File: config.mk
export PLATFORM = sky130hd
export DESIGN_NAME = oam_dma
export DESIGN_NICKNAME = d
export VERILOG_FILES = /design/src/rtl/ppu_pkg.sv /design/src/rtl/oam_dma.sv
export SDC_FILE = /design/constraint.sdc
export NUM_CORES = 1
export LEC_CHECK = 0
export ABC_AREA = 1
export CAP_MARGIN = 20
export CORE_ASPECT_RATIO = 0.5
export CORE_MARGIN = 4
export CORE_UTILIZATION = 48
export CTS_CLUSTER_SIZE = 8
export DETAILED_ROUTE_END_ITERATION = 16
export GPL_TIMING_DRIVEN = 0
export PLACE_DENSITY_LB_ADDON = 0.2
export SYNTH_ARGS = -nofsm -noshare
export SYNTH_HDL_FRONTEND = slang
export SYNTH_SLANG_ARGS = --single-unit
File: constraint.sdc
create_clock -name clk -period 3.95 [get_ports clk]
set_clock_uncertainty 0.2 [all_clocks]
set_input_delay 1.185 -clock clk [delete_from_list [all_inputs] [get_ports clk]]
set_output_delay 1.185 -clock clk [all_outputs]
set_load 0.01 [all_outputs]
File: src/rtl/ppu_pkg.sv
// Shared PPU constants and the sprite-DMA state encoding used by oam_dma.
package ppu_pkg;

    localparam int          DMA_LEN     = 256;
    localparam logic [15:0] DMA_REG     = 16'h4014;
    localparam int          OAM_AW      = 8;

    localparam logic [2:0]  PPU_OAMADDR = 3'd3;
    localparam logic [2:0]  PPU_OAMDATA = 3'd4;

    typedef enum logic [2:0] {IDLE, HALT, ALIGN, READ, WRITE} dma_state_t;

endpackage

File: src/rtl/oam_dma.sv
// CPU-side OAM writer: OAMADDR/OAMDATA registers plus the $4014 sprite DMA,
// which halts the CPU and copies one 256-byte CPU page into OAM.
module oam_dma
    import ppu_pkg::*;
(
    input  logic              clk,
    input  logic              reset_n,
    input  logic              cpu_ce,
    input  logic [15:0]       cpu_addr,
    input  logic              cpu_we,
    input  logic              cpu_re,
    input  logic [7:0]        cpu_wdata,
    output logic [7:0]        cpu_rdata,
    input  logic              rendering,
    output logic [15:0]       dma_addr,
    output logic              dma_rd,
    input  logic [7:0]        dma_rdata,
    output logic              cpu_halt,
    output logic [OAM_AW-1:0] oam_addr,
    output logic [7:0]        oam_wdata,
    output logic              oam_we,
    input  logic [7:0]        oam_rdata
);

    dma_state_t        r_state;
    dma_state_t        w_state_nxt;
    logic [OAM_AW-1:0] r_oamaddr;
    logic [OAM_AW-1:0] r_cnt;
    logic [7:0]        r_page;
    logic [7:0]        r_latch;
    logic              r_parity;

    logic              w_idle;
    logic              w_is_ppu;
    logic              w_reg_wr;
    logic              w_wr_oamaddr;
    logic              w_wr_oamdata;
    logic              w_rd_oamdata;
    logic              w_dma_trig;
    logic              w_dma_wr;
    logic              w_cnt_last;
    logic [OAM_AW-1:0] w_addr_inc;

    // CPU register accesses only count while the DMA engine is idle.
    assign w_idle       = (r_state == IDLE);
    assign w_is_ppu     = (cpu_addr[15:13] == 3'b001);
    assign w_reg_wr     = w_idle && cpu_ce && cpu_we;
    assign w_wr_oamaddr = w_reg_wr && w_is_ppu && (cpu_addr[2:0] == PPU_OAMADDR);
    assign w_wr_oamdata = w_reg_wr && w_is_ppu && (cpu_addr[2:0] == PPU_OAMDATA);
    assign w_rd_oamdata = w_idle && cpu_re && w_is_ppu && (cpu_addr[2:0] == PPU_OAMDATA);
    assign w_dma_trig   = w_reg_wr && (cpu_addr == DMA_REG);
    assign w_dma_wr     = (r_state == WRITE) && cpu_ce;
    assign w_cnt_last   = (r_cnt == OAM_AW'(DMA_LEN - 1));

    // One adder serves OAMDATA writes (+1), rendering-time glitch (+4) and DMA (+1).
    assign w_addr_inc   = r_oamaddr + ((w_wr_oamdata && rendering) ? OAM_AW'(4) : OAM_AW'(1));

    always_ff @(posedge clk or negedge reset_n) begin
        if (!reset_n) begin
            r_state <= IDLE;
        end else begin
            r_state <= w_state_nxt;
        end
    end

    always_comb begin
        // NOTE: default first so every path assigns w_state_nxt and no latch is inferred.
        w_state_nxt = r_state;
        if (cpu_ce) begin
            unique case (r_state)
                IDLE:    if (w_dma_trig) w_state_nxt = HALT;
                HALT:    w_state_nxt = r_parity ? ALIGN : READ;
                ALIGN:   w_state_nxt = READ;
                READ:    w_state_nxt = WRITE;
                WRITE:   w_state_nxt = w_cnt_last ? IDLE : READ;
                default: w_state_nxt = IDLE;
            endcase
        end
    end

    always_comb begin
        cpu_halt  = !w_idle;
        dma_rd    = (r_state == READ);
        dma_addr  = (r_state == READ) ? {r_page, r_cnt} : 16'h0000;
        // NOTE: oam_we is qualified by cpu_ce so it lasts exactly one clk at any clk:cpu_ce ratio.
        oam_we    = w_dma_wr || (w_wr_oamdata && !rendering);
        oam_wdata = (r_state == WRITE) ? r_latch : (w_wr_oamdata ? cpu_wdata : 8'h00);
        oam_addr  = r_oamaddr;
        cpu_rdata = w_rd_oamdata ? oam_rdata : 8'h00;
    end

    // NOTE: sequential state uses non-blocking assignments only; OAM itself lives outside this block.
    always_ff @(posedge clk or negedge reset_n) begin
        if (!reset_n) begin
            r_oamaddr <= '0;
            r_cnt     <= '0;
            r_page    <= 8'h00;
            r_latch   <= 8'h00;
            r_parity  <= 1'b0;
        end else if (cpu_ce) begin
            r_parity <= !r_parity;
            if (w_wr_oamaddr) begin
                r_oamaddr <= cpu_wdata;
            end else if (w_wr_oamdata || w_dma_wr) begin
                r_oamaddr <= w_addr_inc;
            end
            if (w_dma_trig) begin
                r_page <= cpu_wdata;
                r_cnt  <= '0;
            end else if (w_dma_wr) begin
                r_cnt  <= r_cnt + OAM_AW'(1);
            end
            if (r_state == READ) begin
                r_latch <= dma_rdata;
            end
        end
    end

endmodule

* Word level (Yosys, flattened, before mapping)
Index checks and enable logic that the tools add are counted.
Word-level totals: flip-flop bits (word level) 36, input port bits 46, output and inout port bits 43, logic and storage cells 56
Cells by class: add/sub/neg operators 2, equality and inequality tests 10, multiplexer cells 13, reduce and logical (&&, ||, !) cells 25
Operators by type and width (count):
- $mux 8 | 7
- $eq 16x15->1 const B | 1
- $mux 16 | 1
- $pmux 3 s5 | 1
- $logic_and 1x1->1 | 12
- $reduce_and 2->1 | 5
- $eq 3x2->1 const B | 3
- $add 8x1->8 const B | 1
- $add 8x3->8 | 1
- $eq 8x8->1 const B | 1
- $eq 3x1->1 const B | 2
- $eq 3x3->1 const B | 2
- $mux 3 | 2
- $reduce_bool 2->1 | 2
- $logic_not 1->1 | 3
- $logic_not 3->1 | 1
- $logic_or 1x1->1 | 2
- $mux 2 | 1
- $ne 2x1->1 const B | 1
- $mux 1 | 1

* Logic depth before layout (Yosys ltp)
Gate-level depths: netlist of run 1.
depth in word-level cells 10, depth in mapped cells 15, depth with buffers taken out 14

* Least setup slack after synthesis of run 1
Ideal clock, no wire load.
kind input-to-output, start point input cpu_ce, end point output oam_wdata[0], arrival time 2120 ps, data required time 2565 ps, setup slack 445 ps, stages 6, buffers on the path 2, cell sequence buf_4 -> nand2_2 -> nor2_8 -> buf_6 -> nand4_2 -> o21ai_0
On the way: word-level cells in the longest chain between the ends 6
Ends and longest elaborated chain:
- from (decl) | RTL line oam_dma.sv:8 | input logic cpu_ce,
- $logic_and 1x1->1 (2 in series) | RTL line oam_dma.sv:47 | assign w_reg_wr = w_idle && cpu_ce && cpu_we;
- $logic_and 1x1->1 (2 in series) | RTL line oam_dma.sv:49 | assign w_wr_oamdata = w_reg_wr && w_is_ppu && (cpu_addr[2:0] == PPU_OAMDATA);
- $mux 8 (2 in series) | RTL line oam_dma.sv:87 | oam_wdata = (r_state == WRITE) ? r_latch : (w_wr_oamdata ? cpu_wdata : 8'h00);
- to (decl) | RTL line oam_dma.sv:20 | output logic [7:0] oam_wdata,
Every way passes these cells.

* Final worst setup path of run 1
start point input cpu_addr[15], end point output oam_wdata[3]
On the way: word-level cells in the longest chain between the ends 5
Ends and longest elaborated chain:
- from (decl) | RTL line oam_dma.sv:9 | input logic [15:0] cpu_addr,
- $eq 3x1->1 | RTL line oam_dma.sv:46 | assign w_is_ppu = (cpu_addr[15:13] == 3'b001);
- $logic_and 1x1->1 (2 in series) | RTL line oam_dma.sv:49
- $mux 8 (2 in series) | RTL line oam_dma.sv:87
Every way passes these cells.

==> out/summary.txt, run 1 <==
area of the multi-input gates: 0.00125 sq mm
total global routing overflow: 0
Sink Count: 36
VDD IR-drop max: 0.000345 V
crit end category: output pin
worst skew pair latency: 0.29 ns
routability congestion estimate: 0.873
fin crit share: 99.1%
Fin. Hold Viols: 0
gr usage total: 24.2%
vias in the first global route: 2599
Worst Path Required: 2.56 ns
share of layout cells above drive strength 1: 17.2%
Worst path slowest cell: dlygate4sd2_1
chip width: 107 microns
DR pass1 iterations: 5
Post-CTS Hold Fix Bufs: 0
synth warn: 0
Initial Util: 51.5%
DRC Markers: 0
Critical Path, Cell by Cell: dlygate4sd2_1 -> inv_2 -> nand3_4 -> buf_4 -> inv_4 -> nand4_4 -> buf_6 -> o21ai_2 -> buf_2
Pleak: 1.80 nW
CTS tree: built
via count: 2532
fraction of registers with async set/reset: 100%
Post-synth EDFFs: 0
Setup violations, final: 0
die area: 0.00613 sq mm
MaxCap Viol Count: 0
DP HPWL: 5.42 mm
Worst Setup Start Kind: input port
Synth-to-Final Area Change: 50.5%
largest net degree at the start of global routing: 37
Most used DFF post-synth: dfrtp_1
Routed Antenna Nets: 0
initial antenna violation count: 0
Achievable Freq: 0.255 GHz
CTS clk-pin slew, worst paths: 0.07 ns
Routed WL per cell: 14.6 microns
H-Tree Depth: 2
power per cell area: 461 mW/mm^2
fillers: 345
Hold Crit Class: reg2reg
WL final: 7.34 mm
Max FO, Critical Path: 8
Reg area: 901 sq um
post-layout instance area: 0.00353 sq mm
status: complete, no violations
CTS buffer count: 5
Tmin final: 3.91 ns
Ports: 89
first-pass GRT wire length: 12.0 mm
Syn Inst Count: 327
diode count: 0
vias per inst: 5.04
Worst path max stage delay: 0.27 ns
port bufs: 87
Chip Height: 57.4 microns
clock tree buffer depth: 2
Seq/Total Area, Yosys: 38.4%
placed insts: 480
worst-margin pin slew: 0.832 ns
Post-Place Cell Area: 0.00329 sq mm
final total power: 1.63 mW
Layout Nets: 485
kind of critical path: in2out
setup_tns: 0 ns
final cell count without fillers: 502
Distinct cells, synth: 26
initial DRC count: 127
Slew Limit Fails: 0
post-synthesis cell area: 0.00234 sq mm
syn nets: 377
Core Rows: 17
Worst Path Arrival: 2.53 ns
headroom to the max-slew limit: 44.6%
#FFs+latches synth: 36
core area: 0.00455 sq mm
root buf cell: clkbuf_8
Syn Area/Cell: 7.17 sq um
==> cell usage in the layout (no fill, tap or decap), types with 5 or more instances in the layout <==
master           Yosys  final
buf_2                3     13
buf_4                1     10
buf_6                3      8
clkbuf_8             0      6
clkdlybuf4s50_1      0     62
dfrtp_1             36     36
dlygate4sd2_1        0     13
inv_1               54     51
inv_2                3      5
mux2_2               8      8
nand2_1             68     68
nand3_1             30     28
nand4_1              7      7
nor2_1              52     51
o21ai_0             26     17
o21ai_1              5      8
o21ai_2              0      5
xor2_1               6      6
==> stage by stage <==
| step | util (%) | hold WS [ns] | setup slack (ns) |
|---|---|---|---|
| global placement | 72.5 | 0.256 | -0.711 |
| detailed placement | 72.3 | 0.259 | -0.787 |
| floorplan | - | 0.239 | 0.445 |
| CTS | 76.3 | 0.269 | -0.0390 |
| global route | 77.5 | 0.295 | -0.0256 |
| finish | 77.5 | 0.263 | 0.0354 |
==> flip-flops by register name, indices dropped and copies added, names as in the netlist <==
| signal | cells |
|---|---|
| oam_addr | 8 |
| r_cnt | 8 |
| r_parity | 1 |
| r_page | 8 |
| r_state | 3 |
| r_latch | 8 |
==> layer usage <==
layer / part of all wire, % / vias up / routed length (microns) / track usage [%]
li1: - / 1238 / - / -
met1: 39 / 1193 / 2900 / 27.8
met2: 53 / 91 / 3870 / 45.3
met3: 6.6 / 10 / 488 / 5.54
met4: 1.2 / 0 / 90 / 7.47
met5: 0 / - / 0 / 0
==> area by class of cell <==
type                            count  area share [%]
Buffer                              6            1.28
Tap cell                           66            2.34
Inverter                           57            6.13
Multi-Input combinational cell    227            35.4
Clock buffer                        8            2.55
Timing Repair Buffer              102            26.8
Sequential cell                    36            25.5
==> synth_stat cells, types with 3 or more instances <==
cell	n	area share (%)
nand2_1	68	11
o21ai_0	26	5.5
xor2_1	6	2.2
nand4_1	7	1.9
nor2_1	52	8.3
buf_6	3	1.4
ha_1	4	2.1
o21ai_1	5	1.1
nand2_2	4	1.1
nor2_2	3	0.80
inv_1	54	8.6
buf_2	3	0.64
dfrtp_1	36	38
nand3_1	30	6.4
nor3_1	3	0.64
mux2_2	8	3.8
inv_2	3	0.48
==> worst max-delay path, delay by kind of cell <==
kind,cells,cell delay [ns]
AOI/OAI and AO/OA,1,0.15
buffers and inverters,6,0.92
and+or+nand+nor,2,0.27
==> path summary, 6_finish.rpt <==
check / cells after the start / to / from / slack (ns)
max in group asynchronous: 1 / r_page[0] / reset_n / 2.23
setup / recovery: 9 / oam_wdata[3] / cpu_addr[15] / 0.04
min in group asynchronous: 1 / oam_addr[1] / reset_n / 0.79
hold / removal: 1 / r_parity / r_parity / 0.26
hold reg to reg: 1 / r_parity / r_parity / 0.26
setup reg to reg: 14 / oam_addr[3] / r_state[0] / 1.43
==> logic make-up after synthesis <==
kind of cell	after synthesis	share of synthesized area (%)
multiplexers	8	3.84
XOR/XNOR	6	2.24
AO/OA/AOI/OAI	32	6.83
AND/OR/NAND/NOR	177	35.0
flip-flops	36	38.4
buffers and inverters	64	11.5
adder cells (fa/ha/maj)	4	2.13
==> report_power, final <==
part,switching [mW],internal (mW),total [mW]
combinational,0.396,0.355,0.751
clock,0.131,0.142,0.273
sequential,0.115,0.486,0.601
==> repair_timing <==
action | in CTS | in global routing
setup buffers | 12 | 3
endpoints found under the setup margin | 17 | 13
cloned | 0 | 0
pin swaps | 10 | 5
gates resized for setup | 75 | 13
Note: power is estimated with default switching activity, not from simulation.
==> run 2: changes to the inputs <==
CAP_MARGIN = unset   (was 20)
==> results of run 2 <==
Final layout, timing and power as in run 1 (identical DEF).
